==> src/rtl/common_pkg.sv <==
// -----------------------------------------------------------------------------
// common_pkg
// Shared tile-fabric types plus the core-to-fabric request bridge types.
//   t_tile_id / t_tile_trans / opcodes / cardinals : fabric transaction format
//   t_c2f_state      : bridge FSM states
//   t_c2f_wr_entry   : posted-write buffer entry {address, data, byte enable}
//   C2F_TIMEOUT_DATA : data returned to the core when a remote read times out
// -----------------------------------------------------------------------------
package common_pkg;

    typedef logic [7:0] t_tile_id;

    typedef enum logic [1:0] {
        WR     = 2'd0,
        RD     = 2'd1,
        RD_RSP = 2'd2,
        WR_RSP = 2'd3
    } t_tile_opcode;

    typedef enum logic [2:0] {
        NULL_CARDINAL = 3'd0,
        NORTH         = 3'd1,
        SOUTH         = 3'd2,
        EAST          = 3'd3,
        WEST          = 3'd4
    } t_cardinal;

    typedef struct packed {
        t_tile_opcode opcode;
        logic [31:0]  address;
        logic [31:0]  data;
        logic [3:0]   byte_en;
        t_tile_id     requestor_id;
        t_cardinal    next_tile_fifo_arb_id;
    } t_tile_trans;

    typedef enum logic [2:0] {
        IDLE     = 3'd0,
        DRAIN    = 3'd1,
        SEND_RD  = 3'd2,
        WAIT_RSP = 3'd3,
        RSP      = 3'd4
    } t_c2f_state;

    typedef struct packed {
        logic [31:0] address;
        logic [31:0] data;
        logic [3:0]  byte_en;
    } t_c2f_wr_entry;

    localparam logic [31:0] C2F_TIMEOUT_DATA = 32'hDEAD_BEEF;

    // An address targets another tile when its top byte is neither the
    // local-memory window (0) nor this tile's own id.
    function automatic logic c2f_is_remote(input logic [31:0] addr, input t_tile_id own_id);
        return (addr[31:24] != 8'h00) && (addr[31:24] != own_id);
    endfunction

endpackage

==> src/rtl/big_core_c2f_wr_fifo.sv <==
// -----------------------------------------------------------------------------
// big_core_c2f_wr_fifo
// Posted-write buffer for remote stores. DEPTH must be a power of two (>= 2)
// so the pointers wrap naturally.
//   clk, rst            : clock, async active-high reset
//   push_i, push_data_i : write an entry (ignored when full and not popping)
//   pop_i               : drop the head entry (ignored when empty)
//   head_o              : oldest entry
//   full_o, empty_o     : occupancy flags
// -----------------------------------------------------------------------------
module big_core_c2f_wr_fifo
    import common_pkg::*;
#(
    parameter int DEPTH = 4
) (
    input  logic          clk,
    input  logic          rst,
    input  logic          push_i,
    input  t_c2f_wr_entry push_data_i,
    input  logic          pop_i,
    output t_c2f_wr_entry head_o,
    output logic          full_o,
    output logic          empty_o
);

    localparam int PTR_W = $clog2(DEPTH);
    localparam int CNT_W = PTR_W + 1;

    t_c2f_wr_entry    mem_q [DEPTH];
    logic [PTR_W-1:0] wr_ptr_q;
    logic [PTR_W-1:0] rd_ptr_q;
    logic [CNT_W-1:0] count_q;
    logic             push_s;
    logic             pop_s;

    assign empty_o = (count_q == CNT_W'(0));
    assign full_o  = (count_q == CNT_W'(DEPTH));
    assign head_o  = mem_q[rd_ptr_q];
    assign pop_s   = pop_i && !empty_o;
    // A full buffer can still take a push in the cycle its head leaves.
    assign push_s  = push_i && (!full_o || pop_s);

    // Storage, pointers and occupancy count.
    always_ff @(posedge clk or posedge rst) begin
        if (rst) begin
            for (int i = 0; i < DEPTH; i++) begin
                mem_q[i] <= '0;
            end
            wr_ptr_q <= '0;
            rd_ptr_q <= '0;
            count_q  <= '0;
        end else begin
            if (push_s) begin
                mem_q[wr_ptr_q] <= push_data_i;
                wr_ptr_q        <= wr_ptr_q + PTR_W'(1);
            end
            if (pop_s) begin
                rd_ptr_q <= rd_ptr_q + PTR_W'(1);
            end
            case ({push_s, pop_s})
                2'b10:   count_q <= count_q + CNT_W'(1);
                2'b01:   count_q <= count_q - CNT_W'(1);
                default: count_q <= count_q;
            endcase
        end
    end

endmodule

==> src/rtl/big_core_c2f_req.sv <==
// -----------------------------------------------------------------------------
// big_core_c2f_req
// Core-to-fabric request bridge. Remote stores are posted through a write
// buffer; a remote load stalls the core, drains older writes, issues one RD
// and waits for the RD_RSP before releasing the core.
// Optional feature macro: BIG_CORE_C2F_TIMEOUT_EN (read-response timeout that
// returns C2F_TIMEOUT_DATA and sets the sticky C2F_TimeoutErr).
//   Clk, Rst                      : clock, async active-high reset
//   local_tile_id                 : own tile id
//   DMemAddressQ103H/WrData/ByteEn/WrEn/RdEn : core request
//   C2F_StallQ103H                : core must hold request and freeze
//   C2F_RdRspValidQ104H/DataQ104H : remote load data return
//   OutFabricValid/Q/ReadyQ503H   : request toward the fabric
//   InFabricValidQ505H/Q505H      : response from the fabric
//   C2F_TimeoutErr                : sticky timeout flag
// -----------------------------------------------------------------------------
module big_core_c2f_req
    import common_pkg::*;
#(
    parameter int WR_FIFO_DEPTH  = 4,
    parameter int TIMEOUT_CYCLES = 1024
) (
    input  logic        Clk,
    input  logic        Rst,
    input  t_tile_id    local_tile_id,
    input  logic [31:0] DMemAddressQ103H,
    input  logic [31:0] DMemWrDataQ103H,
    input  logic [3:0]  DMemByteEnQ103H,
    input  logic        DMemWrEnQ103H,
    input  logic        DMemRdEnQ103H,
    output logic        C2F_StallQ103H,
    output logic        C2F_RdRspValidQ104H,
    output logic [31:0] C2F_RdRspDataQ104H,
    output logic        OutFabricValidQ503H,
    output t_tile_trans OutFabricQ503H,
    input  logic        OutFabricReadyQ503H,
    input  logic        InFabricValidQ505H,
    input  t_tile_trans InFabricQ505H,
    output logic        C2F_TimeoutErr
);

    t_c2f_state    state_q, state_d;
    logic [31:0]   rd_addr_q, rd_addr_d;
    logic [31:0]   rsp_data_q, rsp_data_d;
    logic          remote_s, ld_req_s, st_req_s;
    logic          wr_phase_s, fifo_push_s, fifo_pop_s;
    logic          fifo_full_s, fifo_empty_s;
    logic          rsp_arrive_s, timeout_hit_s;
    t_c2f_wr_entry fifo_head_s, fifo_in_s;

    assign remote_s     = c2f_is_remote(DMemAddressQ103H, local_tile_id);
    assign ld_req_s     = DMemRdEnQ103H && remote_s;
    assign st_req_s     = DMemWrEnQ103H && !DMemRdEnQ103H && remote_s;
    assign fifo_in_s    = '{address: DMemAddressQ103H, data: DMemWrDataQ103H, byte_en: DMemByteEnQ103H};
    // Writes may only use the fabric port while no read is in flight.
    assign wr_phase_s   = (state_q == IDLE) || (state_q == DRAIN);
    assign fifo_pop_s   = wr_phase_s && !fifo_empty_s && OutFabricReadyQ503H;
    assign rsp_arrive_s = InFabricValidQ505H && (InFabricQ505H.opcode == RD_RSP);

    logic unused_in_fabric_s;
    assign unused_in_fabric_s = ^{InFabricQ505H.address, InFabricQ505H.byte_en,
                                  InFabricQ505H.requestor_id, InFabricQ505H.next_tile_fifo_arb_id};

    big_core_c2f_wr_fifo #(
        .DEPTH (WR_FIFO_DEPTH)
    ) u_wr_fifo (
        .clk         (Clk),
        .rst         (Rst),
        .push_i      (fifo_push_s),
        .push_data_i (fifo_in_s),
        .pop_i       (fifo_pop_s),
        .head_o      (fifo_head_s),
        .full_o      (fifo_full_s),
        .empty_o     (fifo_empty_s)
    );

    // FSM next state, load address / response capture, push and stall.
    always_comb begin
        state_d        = state_q;
        rd_addr_d      = rd_addr_q;
        rsp_data_d     = rsp_data_q;
        fifo_push_s    = 1'b0;
        C2F_StallQ103H = 1'b0;
        case (state_q)
            IDLE: begin
                if (ld_req_s) begin
                    C2F_StallQ103H = 1'b1;
                    rd_addr_d      = DMemAddressQ103H;
                    state_d        = fifo_empty_s ? SEND_RD : DRAIN;
                end else if (st_req_s) begin
                    fifo_push_s    = !fifo_full_s || fifo_pop_s;
                    C2F_StallQ103H = !fifo_push_s;
                end else begin
                    state_d = IDLE;
                end
            end
            DRAIN: begin
                C2F_StallQ103H = 1'b1;
                if (fifo_empty_s) begin
                    state_d = SEND_RD;
                end else begin
                    state_d = DRAIN;
                end
            end
            SEND_RD: begin
                C2F_StallQ103H = 1'b1;
                if (OutFabricReadyQ503H) begin
                    state_d = WAIT_RSP;
                end else begin
                    state_d = SEND_RD;
                end
            end
            WAIT_RSP: begin
                C2F_StallQ103H = 1'b1;
                if (rsp_arrive_s) begin
                    rsp_data_d = InFabricQ505H.data;
                    state_d    = RSP;
                end else if (timeout_hit_s) begin
                    rsp_data_d = C2F_TIMEOUT_DATA;
                    state_d    = RSP;
                end else begin
                    state_d = WAIT_RSP;
                end
            end
            RSP:     state_d = IDLE;
            default: state_d = IDLE;
        endcase
    end

    // Fabric request mux: FIFO head while writing, the latched read in SEND_RD.
    always_comb begin
        OutFabricValidQ503H = 1'b0;
        OutFabricQ503H      = '0;
        if (state_q == SEND_RD) begin
            OutFabricValidQ503H                  = 1'b1;
            OutFabricQ503H.opcode                = RD;
            OutFabricQ503H.address               = rd_addr_q;
            OutFabricQ503H.data                  = 32'h0000_0000;
            OutFabricQ503H.byte_en               = 4'hF;
            OutFabricQ503H.requestor_id          = local_tile_id;
            OutFabricQ503H.next_tile_fifo_arb_id = NULL_CARDINAL;
        end else if (wr_phase_s && !fifo_empty_s) begin
            OutFabricValidQ503H                  = 1'b1;
            OutFabricQ503H.opcode                = WR;
            OutFabricQ503H.address               = fifo_head_s.address;
            OutFabricQ503H.data                  = fifo_head_s.data;
            OutFabricQ503H.byte_en               = fifo_head_s.byte_en;
            OutFabricQ503H.requestor_id          = local_tile_id;
            OutFabricQ503H.next_tile_fifo_arb_id = NULL_CARDINAL;
        end else begin
            OutFabricValidQ503H = 1'b0;
        end
    end

    assign C2F_RdRspValidQ104H = (state_q == RSP);
    assign C2F_RdRspDataQ104H  = (state_q == RSP) ? rsp_data_q : 32'h0000_0000;

    // FSM state and read-path registers.
    always_ff @(posedge Clk or posedge Rst) begin
        if (Rst) begin
            state_q    <= IDLE;
            rd_addr_q  <= 32'h0000_0000;
            rsp_data_q <= 32'h0000_0000;
        end else begin
            state_q    <= state_d;
            rd_addr_q  <= rd_addr_d;
            rsp_data_q <= rsp_data_d;
        end
    end

`ifdef BIG_CORE_C2F_TIMEOUT_EN
    localparam int TO_W = $clog2(TIMEOUT_CYCLES + 1);

    logic [TO_W-1:0] to_cnt_q, to_cnt_d, to_cnt_inc_s;
    logic            to_err_q, to_err_d;

    assign to_cnt_inc_s = to_cnt_q + TO_W'(1);

    // Counts WAIT_RSP cycles; fires on the cycle the count reaches the limit.
    always_comb begin
        to_cnt_d      = '0;
        to_err_d      = to_err_q;
        timeout_hit_s = 1'b0;
        if (state_q == WAIT_RSP) begin
            to_cnt_d      = to_cnt_inc_s;
            timeout_hit_s = (to_cnt_inc_s == TO_W'(TIMEOUT_CYCLES)) && !rsp_arrive_s;
        end else begin
            to_cnt_d = '0;
        end
        if (timeout_hit_s) begin
            to_err_d = 1'b1;
        end else begin
            to_err_d = to_err_q;
        end
    end

    // Timeout counter and sticky error flag, cleared only by reset.
    always_ff @(posedge Clk or posedge Rst) begin
        if (Rst) begin
            to_cnt_q <= '0;
            to_err_q <= 1'b0;
        end else begin
            to_cnt_q <= to_cnt_d;
            to_err_q <= to_err_d;
        end
    end

    assign C2F_TimeoutErr = to_err_q;
`else
    localparam int unused_timeout_cycles_p = TIMEOUT_CYCLES;

    assign timeout_hit_s  = 1'b0;
    assign C2F_TimeoutErr = 1'b0;
`endif

endmodule

==> config.mk <==
export PLATFORM = sky130hd
export DESIGN_NAME = big_core_c2f_req
export DESIGN_NICKNAME = d
export VERILOG_FILES = /design/src/rtl/common_pkg.sv /design/src/rtl/big_core_c2f_wr_fifo.sv /design/src/rtl/big_core_c2f_req.sv
export SDC_FILE = /design/constraint.sdc
export NUM_CORES = 1
export LEC_CHECK = 0
export ABC_AREA = 1
export BUFFER_PORTS_ARGS = -buffer_cell sky130_fd_sc_hd__buf_2
export CAP_MARGIN = 30
export CORE_ASPECT_RATIO = 0.5
export CORE_MARGIN = 4
export CORE_UTILIZATION = 30
export DETAILED_ROUTE_END_ITERATION = 10
export GPL_TIMING_DRIVEN = 0
export PLACE_DENSITY = 0.56
export SLEW_MARGIN = 25
export SYNTH_ARGS = -nofsm -noshare
export SYNTH_HDL_FRONTEND = slang
export SYNTH_SLANG_ARGS = --single-unit
==> constraint.sdc <==
create_clock -name Clk -period 11.9 [get_ports Clk]
set_input_delay 0.595 -clock Clk [delete_from_list [all_inputs] [get_ports Clk]]
set_output_delay 0.595 -clock Clk [all_outputs]
set_load 0.005 [all_outputs]
Yosys cells after proc, flatten, opt, wreduce, memory -nomap -nowiden

Cells that the tools add are included.

Flip-flop bits (word level): 346
Bits in latches: 0
Memory bits (writable): 0
Memory bits (read-only): 0
Input bits: 163
Output and inout port bits: 117
Word-level logic and storage cells: 85
Memories kept: 0

$add $sub $neg: 4
Multiply operators: 0
Div/mod/pow operators: 0
$lt $le $gt $ge: 3
Eq/ne operators: 10
Shift-type cells: 0
Mux-type cells: 24
Bitwise logic cells: 2
Reduce and logical (&&, ||, !) cells: 24

Operators with widths:

| cell                                                                   | number |
|---|---|
| 272-bit bitwise mux                                                    | 1 |
| 68-bit 2-to-1 mux                                                      | 3 |
| 68-bit binary-select mux with 2-bit select                             | 1 |
| 68-bit demux with 2-bit select                                         | 1 |
| 81-bit 2-to-1 mux                                                      | 1 |
| 79-bit 2-to-1 mux                                                      | 1 |
| 32-bit 2-to-1 mux                                                      | 1 |
| 3-bit case mux with 4 select lines                                     | 1 |
| 1-bit logical AND                                                      | 10 |
| 3-bit 2-to-1 mux                                                       | 3 |
| 1-bit 2-to-1 mux                                                       | 8 |
| 8-bit != test                                                          | 1 |
| 8-bit nonzero test                                                     | 1 |
| 3-bit by 2-bit equality test with 1-bit output (second input constant) | 2 |
| 3-bit equality test (second input constant)                            | 2 |
| 3-bit greater-or-equal comparator (second input constant)              | 2 |
| 3-bit logical NOT                                                      | 2 |
| 2-bit inverter with 3-bit output                                       | 2 |
| 3-bit case mux with 2 select lines                                     | 1 |
| 2-bit by 1-bit adder with 2-bit output (second input constant)         | 2 |
| 2-bit equality test (second input constant)                            | 2 |
| 1-bit logical NOT                                                      | 4 |
| 2-bit AND reduction                                                    | 2 |
| 3-bit by 1-bit adder with 3-bit output (second input constant)         | 1 |
| other kinds (10)                                                       | 12 |

Logic depth before layout (Yosys ltp)

Gate-level depths: netlist of run 1.

Word-level depth: 11
Mapped depth: 14
Mapped depth without buffers: 13

Cells and area by module

Synthesis of run 1 repeated with hierarchy kept, for this count alone.

Cell total of the unflattened synthesis: 2,165
Area, all modules: 17,192.7 um2

By module, submodules not included:

| module               | instances | cells each | area an instance (um2) | sequential area each (um2) |
|---|---|---|---|---|
| big_core_c2f_wr_fifo | 1         | 1,646      | 13,394.1               | 6,981.7 |
| big_core_c2f_req     | 1         | 519        | 3,798.6                | 1,676.6 |

Worst setup path after synthesis of run 1

OpenSTA, ideal clock, no wires.

Kind: input to register
From: input port DMemAddressQ103H[30]
To: register u_wr_fifo.count_q[2]
Setup time: 0.131 ns
Arrival time: 2.500 ns
Data required time: 11.769 ns
Path slack: 9.269 ns
Stages: 11
Path buffers: 2
Cells stage by stage: buf_2 -> nor3_1 -> nand3_1 -> nand4_2 -> clkbuf_1 -> ha_1 -> inv_1 -> fa_1 -> a21oi_1 -> o21ai_0 -> xor2_1

Word-level cells in the longest chain between the ends: 9
Elaborated cells on any way between the ends: 13
Classes of those cells: eq/ne: 3; mux: 4; reduce/logical: 6

RTL lines:

| element                                                                               | RTL line                   | text |
|---|---|---|
| start, declared                                                                       | big_core_c2f_req.sv:26     | `input logic [31:0] DMemAddressQ103H,` |
| 8-bit != test or 8-bit nonzero test (tied branches)                                   | common_pkg.sv:56           | `return (addr[31:24] != 8'h00) && (addr[31:24] != own_id);` |
| 1-bit logical AND *                                                                   | common_pkg.sv:56           |  |
| 1-bit logical AND                                                                     | big_core_c2f_req.sv:53     | `assign st_req_s = DMemWrEnQ103H && !DMemRdEnQ103H && remote_s;` |
| 1-bit 2-to-1 mux                                                                      | big_core_c2f_req.sv:90     | `end else if (st_req_s) begin` |
| 1-bit 2-to-1 mux *                                                                    | big_core_c2f_req.sv:86     | `if (ld_req_s) begin` |
| 1-bit 2-to-1 mux *                                                                    | big_core_c2f_req.sv:84     | `case (state_q)` |
| 1-bit logical AND *                                                                   | big_core_c2f_wr_fifo.sv:41 | `assign push_s = push_i && (!full_o \|\| pop_s);` |
| 2-bit by 1-bit equality test with 1-bit output or 2-bit equality test (tied branches) | big_core_c2f_wr_fifo.sv:60 | `case ({push_s, pop_s})` |
| 3-bit case mux with 2 select lines or 2-bit nonzero test (tied branches)              | n/a                        |  |
| end signal, assigned                                                                  | big_core_c2f_wr_fifo.sv:61 | `2'b10: count_q <= count_q + CNT_W'(1);` |
| end signal, assigned                                                                  | big_core_c2f_wr_fifo.sv:62 | `2'b01: count_q <= count_q - CNT_W'(1);` |
| end signal, assigned                                                                  | big_core_c2f_wr_fifo.sv:63 | `default: count_q <= count_q;` |
| end, declared                                                                         | big_core_c2f_wr_fifo.sv:32 | `logic [CNT_W-1:0] count_q;` |

Every way passes the cells marked *; elsewhere a longest branch is shown, timed or not.
A chain may end at the register's enable or synchronous reset.

==> flow_metrics.tcl, run 1 <==
set metrics [dict create \
    critPathBufInv 3 \
    period_minus_slack_ns 4.060 \
    syn2layout_area_growth_pct 19.26 \
    drtPass1Iterations 6 \
    rsz0062_at_grt "false" \
    cts_resized 0 \
    synth_area_leaders "dfrtp_1 (47%), o21bai_1 (11%), nand3_1 (8.1%), inv_1 (7.4%), nand2_1 (7.0%)" \
    synth_compound_area_frac 0.2233 \
    yosys.area_share.simple 0.1718 \
    slowest_stage "nand2_1" \
    drv_slew 0 \
    crit_cells 8 \
    die_h_microns 183.8 \
    synth_top_family_by_area "compound AO/OA/AOI/OAI gates" \
    worstPathMaxFanout 10 \
    final_util 0.3616 \
    power_density_nw_per_um2 283.5 \
    tns_ns 0 \
    slowest_delay_ns 0.66 \
    clockRootBuffer "clkbuf_16" \
    cp.arrival_ns 3.47 \
    maxCapViolations 0 \
    dr.first_iter.drc_count 1187 \
    rows 64 \
    cts.sinks 346 \
    cts_buffers 37 \
    crit_top_cell "nand2_1" \
    start_util 0.3032 \
    wirelength_mm 62.83 \
    grt_pass1_wl_mm 98.83 \
    ant_nets 0 \
    fillers 6503 \
    first_global_vias 16680 \
    synth_flop_cell "dfrtp_1" \
    portBuffers 225 \
    hold_depth 3 \
    clock.fmax_ghz 0.2463 \
    ios 280 \
    multiInputGateArea_sq_um 7501 \
    wl_per_cell_microns 18.08 \
    dp_hpwl_mm 44.62 \
    clk_path_buf_depth 3 \
    htreeDepth 2 \
    netlist_top_cells_count "inv_1 (364), nand2_1 (347), dfrtp_1 (346), nand3_1 (302), o21bai_1 (272)" \
    hold_viol_final 0 \
    die_area_sq_um 66120 \
    synth.most_common_cell "inv_1" \
    setup_violations 0 \
    ys_ff_latch 346 \
    ir_drop_mv 0.1489 \
    total_leakage_power_nw 10.77 \
    die_w_microns 359.7 \
    antenna_found_initial 3 \
    syn_area_per_cell_sq_um 7.897 \
    clock_latency_ns 0.56 \
    ys_async_sr_fraction 1.000 \
    drive_above_1_share 0.1416 \
    synth_edf_count 0 \
    synth_area_sq_um 18550 \
    max_slew_margin 0.3996 \
    skew_ns 0.03038 \
    cp-end-kind "output pin" \
    ys_types 30 \
    yosysTopAreaCell "dfrtp_1" \
    cts_tree "done" \
    core-area_sq_um 61180 \
    worstHoldPathType "primary input to register" \
    via_count 16798 \
    synthAdderAreaFrac 0.004452 \
    grt_max_degree 91 \
    r2r_cells 12 \
    status "complete, no violations" \
    grt_overflow 0 \
    synth.top_cell.area_share 0.4667 \
    cts.clk_slew.worst_paths_ns 0.07 \
    final_nets 2791 \
    tightest_slew_ns 0.9006 \
    muxShareOfSynthArea 0 \
    yosys.area_share.xor_xnor 0.003777 \
    via_per_inst 4.834 \
    ys_warn_count 0 \
    fin_crit_sh 0.3412 \
    grt_use_total 0.1879 \
    critPathRequiredTime_ns 11.31 \
    cp_cell_sequence "nor2_1 -> nand2_1 -> nand2_1 -> clkinv_1 -> clkbuf_1 -> nand3_1 -> o21ai_0 -> buf_2" \
    cp-start-kind "register" \
    regArea_sq_um 8658 \
    drc 0 \
    ys_seq_area_frac 0.4667 \
    routabilityCongestion 0.8107 \
    path_delay_family "simple AND/OR/NAND/NOR gates" \
    worstSetupPathType "register to output pin" \
    syn_inst 2349 \
]
## worst register-to-register path, delay by kind of cell, from the launching register on
kind            cells  cell delay [ns]
simple gates        5             0.91
fa+ha+maj           2             0.64
buf+inv             2             0.59
xor+xnor            1             0.16
compound gates      2             0.28
flops               1             0.40
## registers in the layout, summed over array words and instances (netlist names)
| name | cells |
|---|---|
| rd_addr_q | 32 |
| rsp_data_q | 32 |
| state_q | 3 |
| u_wr_fifo.count_q | 3 |
| u_wr_fifo.mem_q | 272 |
| u_wr_fifo.rd_ptr_q | 2 |
| u_wr_fifo.wr_ptr_q | 2 |
## per-stage QoR
step	cells	setup WS [ns]	power (mW)	area [sq um]	hold slack (ns)
after global placement	3403	-3.434	5.005	20720	0.4733
after CTS	3474	7.858	6.310	22120	0.2302
after floorplan	2353	1.712	3.885	18570	0.4542
after detailed placement	3407	8.458	5.049	20840	0.4773
final	3475	7.840	6.271	22120	0.2548
after global routing	3475	7.751	6.784	22120	0.2506
## cell families (layout without fill, tap and decap cells)
| kind of cell | Yosys count | count (layout) |
|---|---|---|
| other cells | 1 | 6 |
| compound gates | 683 | 683 |
| fa+ha+maj | 6 | 6 |
| xor+xnor | 8 | 8 |
| simple gates | 736 | 736 |
| buf+inv | 569 | 865 |
| flops | 346 | 346 |
## layout by cell type, fill, tap and decap left out, drive strengths merged, types with 6 or more instances in the layout
cell and n:
a21oi 196, a32o 6, buf 339, clkbuf 145, clkinv 6, dfrtp 346
inv 371, nand2 348, nand3 304, nor2 77, o21ai 204, o21bai 272
## power by group
group          internal (mW)  switching [mW]  total (mW)
registers               1.76           0.221        1.98
clock network          0.719           0.513        1.23
logic                   1.05            2.01        3.05
## layout make-up
class	count	share of cell area
repair buffers	230	0.05633
plain buffers	198	0.04581
well taps	825	0.04666
diodes	1	0.0001131
multi-input cells	1438	0.3391
flip-flops and latches	346	0.3914
inverters	371	0.06329
clock inverters	9	0.006617
clock buffers	57	0.05073
## routing by layer
metal,wire length (microns),vias up,global-route usage
met5,13,-,0
met4,2296,2,0.06594
met3,3333,117,0.02942
met2,29460,453,0.3156
met1,27730,8105,0.2484
li1,-,8121,-
## final timing paths
| check | start | endpoint | slack [ns] |
|---|---|---|---|
| hold reg to reg | rd_addr_q[28]$_DFFE_PP0P_ | rd_addr_q[28]$_DFFE_PP0P_ | 0.49 |
| min in group asynchronous | Rst | u_wr_fifo.mem_q[164]$_DFFE_PP0P_ | 0.55 |
| setup reg to reg | u_wr_fifo.count_q[0]$_DFFE_PP0P_ | u_wr_fifo.count_q[2]$_DFFE_PP0P_ | 8.81 |
| max in group asynchronous | Rst | rsp_data_q[23]$_DFFE_PP0P_ | 9.76 |
| setup / recovery | u_wr_fifo.count_q[0]$_DFFE_PP0P_ | OutFabricQ503H[64] | 7.84 |
| hold / removal | InFabricQ505H[21] | rsp_data_q[6]$_DFFE_PP0P_ | 0.25 |
## timing repair
| item | 4_1_cts | 5_1_grt |
|---|---|---|
| buffers inserted | 0 | 0 |
| hold endpoints to repair | 8 | 0 |
| hold buffers | 1 | 0 |
Power figures use the tool's default switching activity.
==> inputs of run 2 (changes only) <==
--- a/config.mk
+++ b/config.mk
@@ -13,7 +13,7 @@
 export CORE_UTILIZATION = 30
 export DETAILED_ROUTE_END_ITERATION = 10
 export GPL_TIMING_DRIVEN = 0
-export PLACE_DENSITY = 0.56
+export PLACE_DENSITY = 0.58
 export SLEW_MARGIN = 25
 export SYNTH_ARGS = -nofsm -noshare
 export SYNTH_HDL_FRONTEND = slang
==> constraint.sdc (replaced) <==
create_clock -name Clk -period 3.6 [get_ports Clk]
set_input_delay 0.18 -clock Clk [delete_from_list [all_inputs] [get_ports Clk]]
set_output_delay 0.18 -clock Clk [all_outputs]
set_load 0.005 [all_outputs]
==> flow_metrics.tcl, run 2 (synthesis results as in run 1) <==
set metrics [dict create \
    reg2reg_from "u_wr_fifo.count_q[0]$_DFFE_PP0P_" \
    final_cell_mix "inv_1 (363), nand2_1 (347), dfrtp_1 (346)" \
    cts.clk_slew.worst_paths_ns 0.06 \
    design_area_sq_um 23270 \
    worstSetupPathType "register to output pin" \
    cp-startpoint "u_wr_fifo.count_q[0]$_DFFE_PP0P_" \
    setup_violations 0 \
    htreeDepth 2 \
    ant_nets 0 \
    core-area_sq_um 61180 \
    reg2reg_to "u_wr_fifo.count_q[2]$_DFFE_PP0P_" \
    worstHoldPathType "primary input to register" \
    portBuffers 225 \
    ios 280 \
    routabilityCongestion 0.8319 \
    wirelength_mm 63.17 \
    status "complete, no violations" \
    grt_pass1_wl_mm 99.68 \
    fin_crit_sh 0.9905 \
    die_h_microns 183.8 \
    placed_cells 3416 \
    first_global_vias 17151 \
    clock.fmax_ghz 0.2805 \
    clockRootBuffer "clkbuf_16" \
    antenna_found_initial 0 \
    hold_viol_final 0 \
    worstPathMaxFanout 10 \
    largest_reg_flops 272 \
    regMostFlops "u_wr_fifo.mem_q" \
    drc 0 \
    drive_above_1_share 0.1389 \
    max_slew_margin 0.4203 \
    grt_use_total 0.1878 \
    place_area_sq_um 21000 \
    clock_latency_ns 0.55 \
    cp-end-kind "output pin" \
    cts_resized 0 \
    cp.arrival_ns 3.39 \
    cts_tree "done" \
    wl_per_cell_microns 17.63 \
    layout_commonest_cell "inv_1" \
    cts.sinks 346 \
    tightest_slew_ns 0.8696 \
    fillers 6350 \
    via_count 17334 \
    insertedDiodeCount 0 \
    drv_slew 0 \
    final_util 0.3804 \
    via_per_inst 4.838 \
    final_cells 3583 \
    critPathRequiredTime_ns 3.42 \
    clk_path_buf_depth 3 \
    cp-start-kind "register" \
    top_regs "u_wr_fifo.mem_q x272, rd_addr_q x32, rsp_data_q x32" \
    syn2layout_area_growth_pct 25.47 \
    die_w_microns 359.7 \
    start_util 0.3032 \
    grt_overflow 0 \
    power_density_nw_per_um2 893.3 \
    ir_drop_mv 0.3245 \
    final_nets 2903 \
    die_area_sq_um 66120 \
    dp_hpwl_mm 44.92 \
    total_leakage_power_nw 11.25 \
    maxCapViolations 0 \
    crit_path_end "OutFabricQ503H[66]" \
    rsz0062_at_grt "false" \
    drtPass1Iterations 5 \
    rows 64 \
    cts_buffers 38 \
    r2r_slack_ns 0.56 \
    skew_ns 0.02828 \
    period_minus_slack_ns 3.566 \
    r2r_cells 12 \
    grt_max_degree 30 \
    dr.first_iter.drc_count 1325 \
]
-- run 2: changes by cell type in the layout (fill, tap and decap cells not counted) --
cell | previous run | this run
clkinvlp_4 | 0 | 2
buf_16 | 4 | 1
clkinv_2 | 4 | 1
buf_12 | 0 | 12
clkbuf_8 | 10 | 9
inv_6 | 0 | 2
dlygate4sd3_1 | 1 | 103
clkinv_4 | 0 | 1
bufinv_16 | 3 | 2
diode_2 | 1 | 0
clkbuf_1 | 97 | 96
clkinv_8 | 1 | 0
inv_8 | 1 | 0
clkbuf_16 | 38 | 39
-- run 2: power breakdown --
part,switching [mW],total [mW],internal [mW]
registers,0.731,6.56,5.83
logic,6.64,10.2,3.55
clock network,1.71,4.03,2.33
-- run 2: worst min-delay path by stage --
stage / start / to / depth (start not counted)
floorplan: InFabricQ505H[15] / rsp_data_q[0]$_DFFE_PP0P_ / 2
global placement: InFabricQ505H[28] / rsp_data_q[13]$_DFFE_PP0P_ / 3
detailed placement: Rst / u_wr_fifo.mem_q[166]$_DFFE_PP0P_ / 2
CTS: InFabricQ505H[80] / state_q[1]$_DFFE_PP0P_ / 6
global route: InFabricQ505H[80] / state_q[1]$_DFFE_PP0P_ / 6
finish: InFabricQ505H[80] / state_q[1]$_DFFE_PP0P_ / 6
-- run 2: timing repair --
action | CTS | global route
endpoints found under the hold margin | 359 | 0
buffers inserted | 0 | 0
hold buffers | 103 | 0
-- run 2: routing by layer --
| layer | GRT usage | routed length [microns] | up-vias |
|---|---|---|---|
| met1 | 0.2442 | 27280 | 8416 |
| met5 | 0 | 0 | - |
| li1 | - | - | 8340 |
| met4 | 0.05050 | 1710 | 0 |
| met2 | 0.3289 | 30950 | 472 |
| met3 | 0.02787 | 3226 | 106 |
-- run 2: final cells by class --
| class | count | area, sq um | area share |
|---|---|---|---|
| tap | 825 | 1032 | 0.04435 |
| timing repair buffer | 341 | 2425 | 0.1042 |
| multi-input combinational | 1438 | 7501 | 0.3223 |
| clock buffer | 56 | 1130 | 0.04854 |
| sequential | 346 | 8658 | 0.3720 |
| clock inverter | 8 | 118.9 | 0.005107 |
| buffer | 198 | 1013 | 0.04354 |
| inverter | 371 | 1396 | 0.05999 |
-- run 2: critical path, cell delays in order (launching register included) --
cell,delay [ns]
dfrtp_1,0.40
nor2_1,0.15
nand2_1,0.13
nand2_1,0.60
clkinv_1,0.49
clkbuf_1,0.44
nand3_1,0.28
o21ai_0,0.16
buf_2,0.17
-- run 2: metrics by stage --
step	worst slack, ns	setup TNS, ns	power, mW	hold slack, ns
finish	0.03436	0	20.79	0.1194
global placement	-3.889	-1318.11	16.48	0.3885
global route	0.001948	0	22.40	0.1596
CTS	0.05014	0	20.87	0.1267
floorplan	-1.210	-418.82	12.84	0.3010
detailed placement	0.5273	0	16.66	0.3182
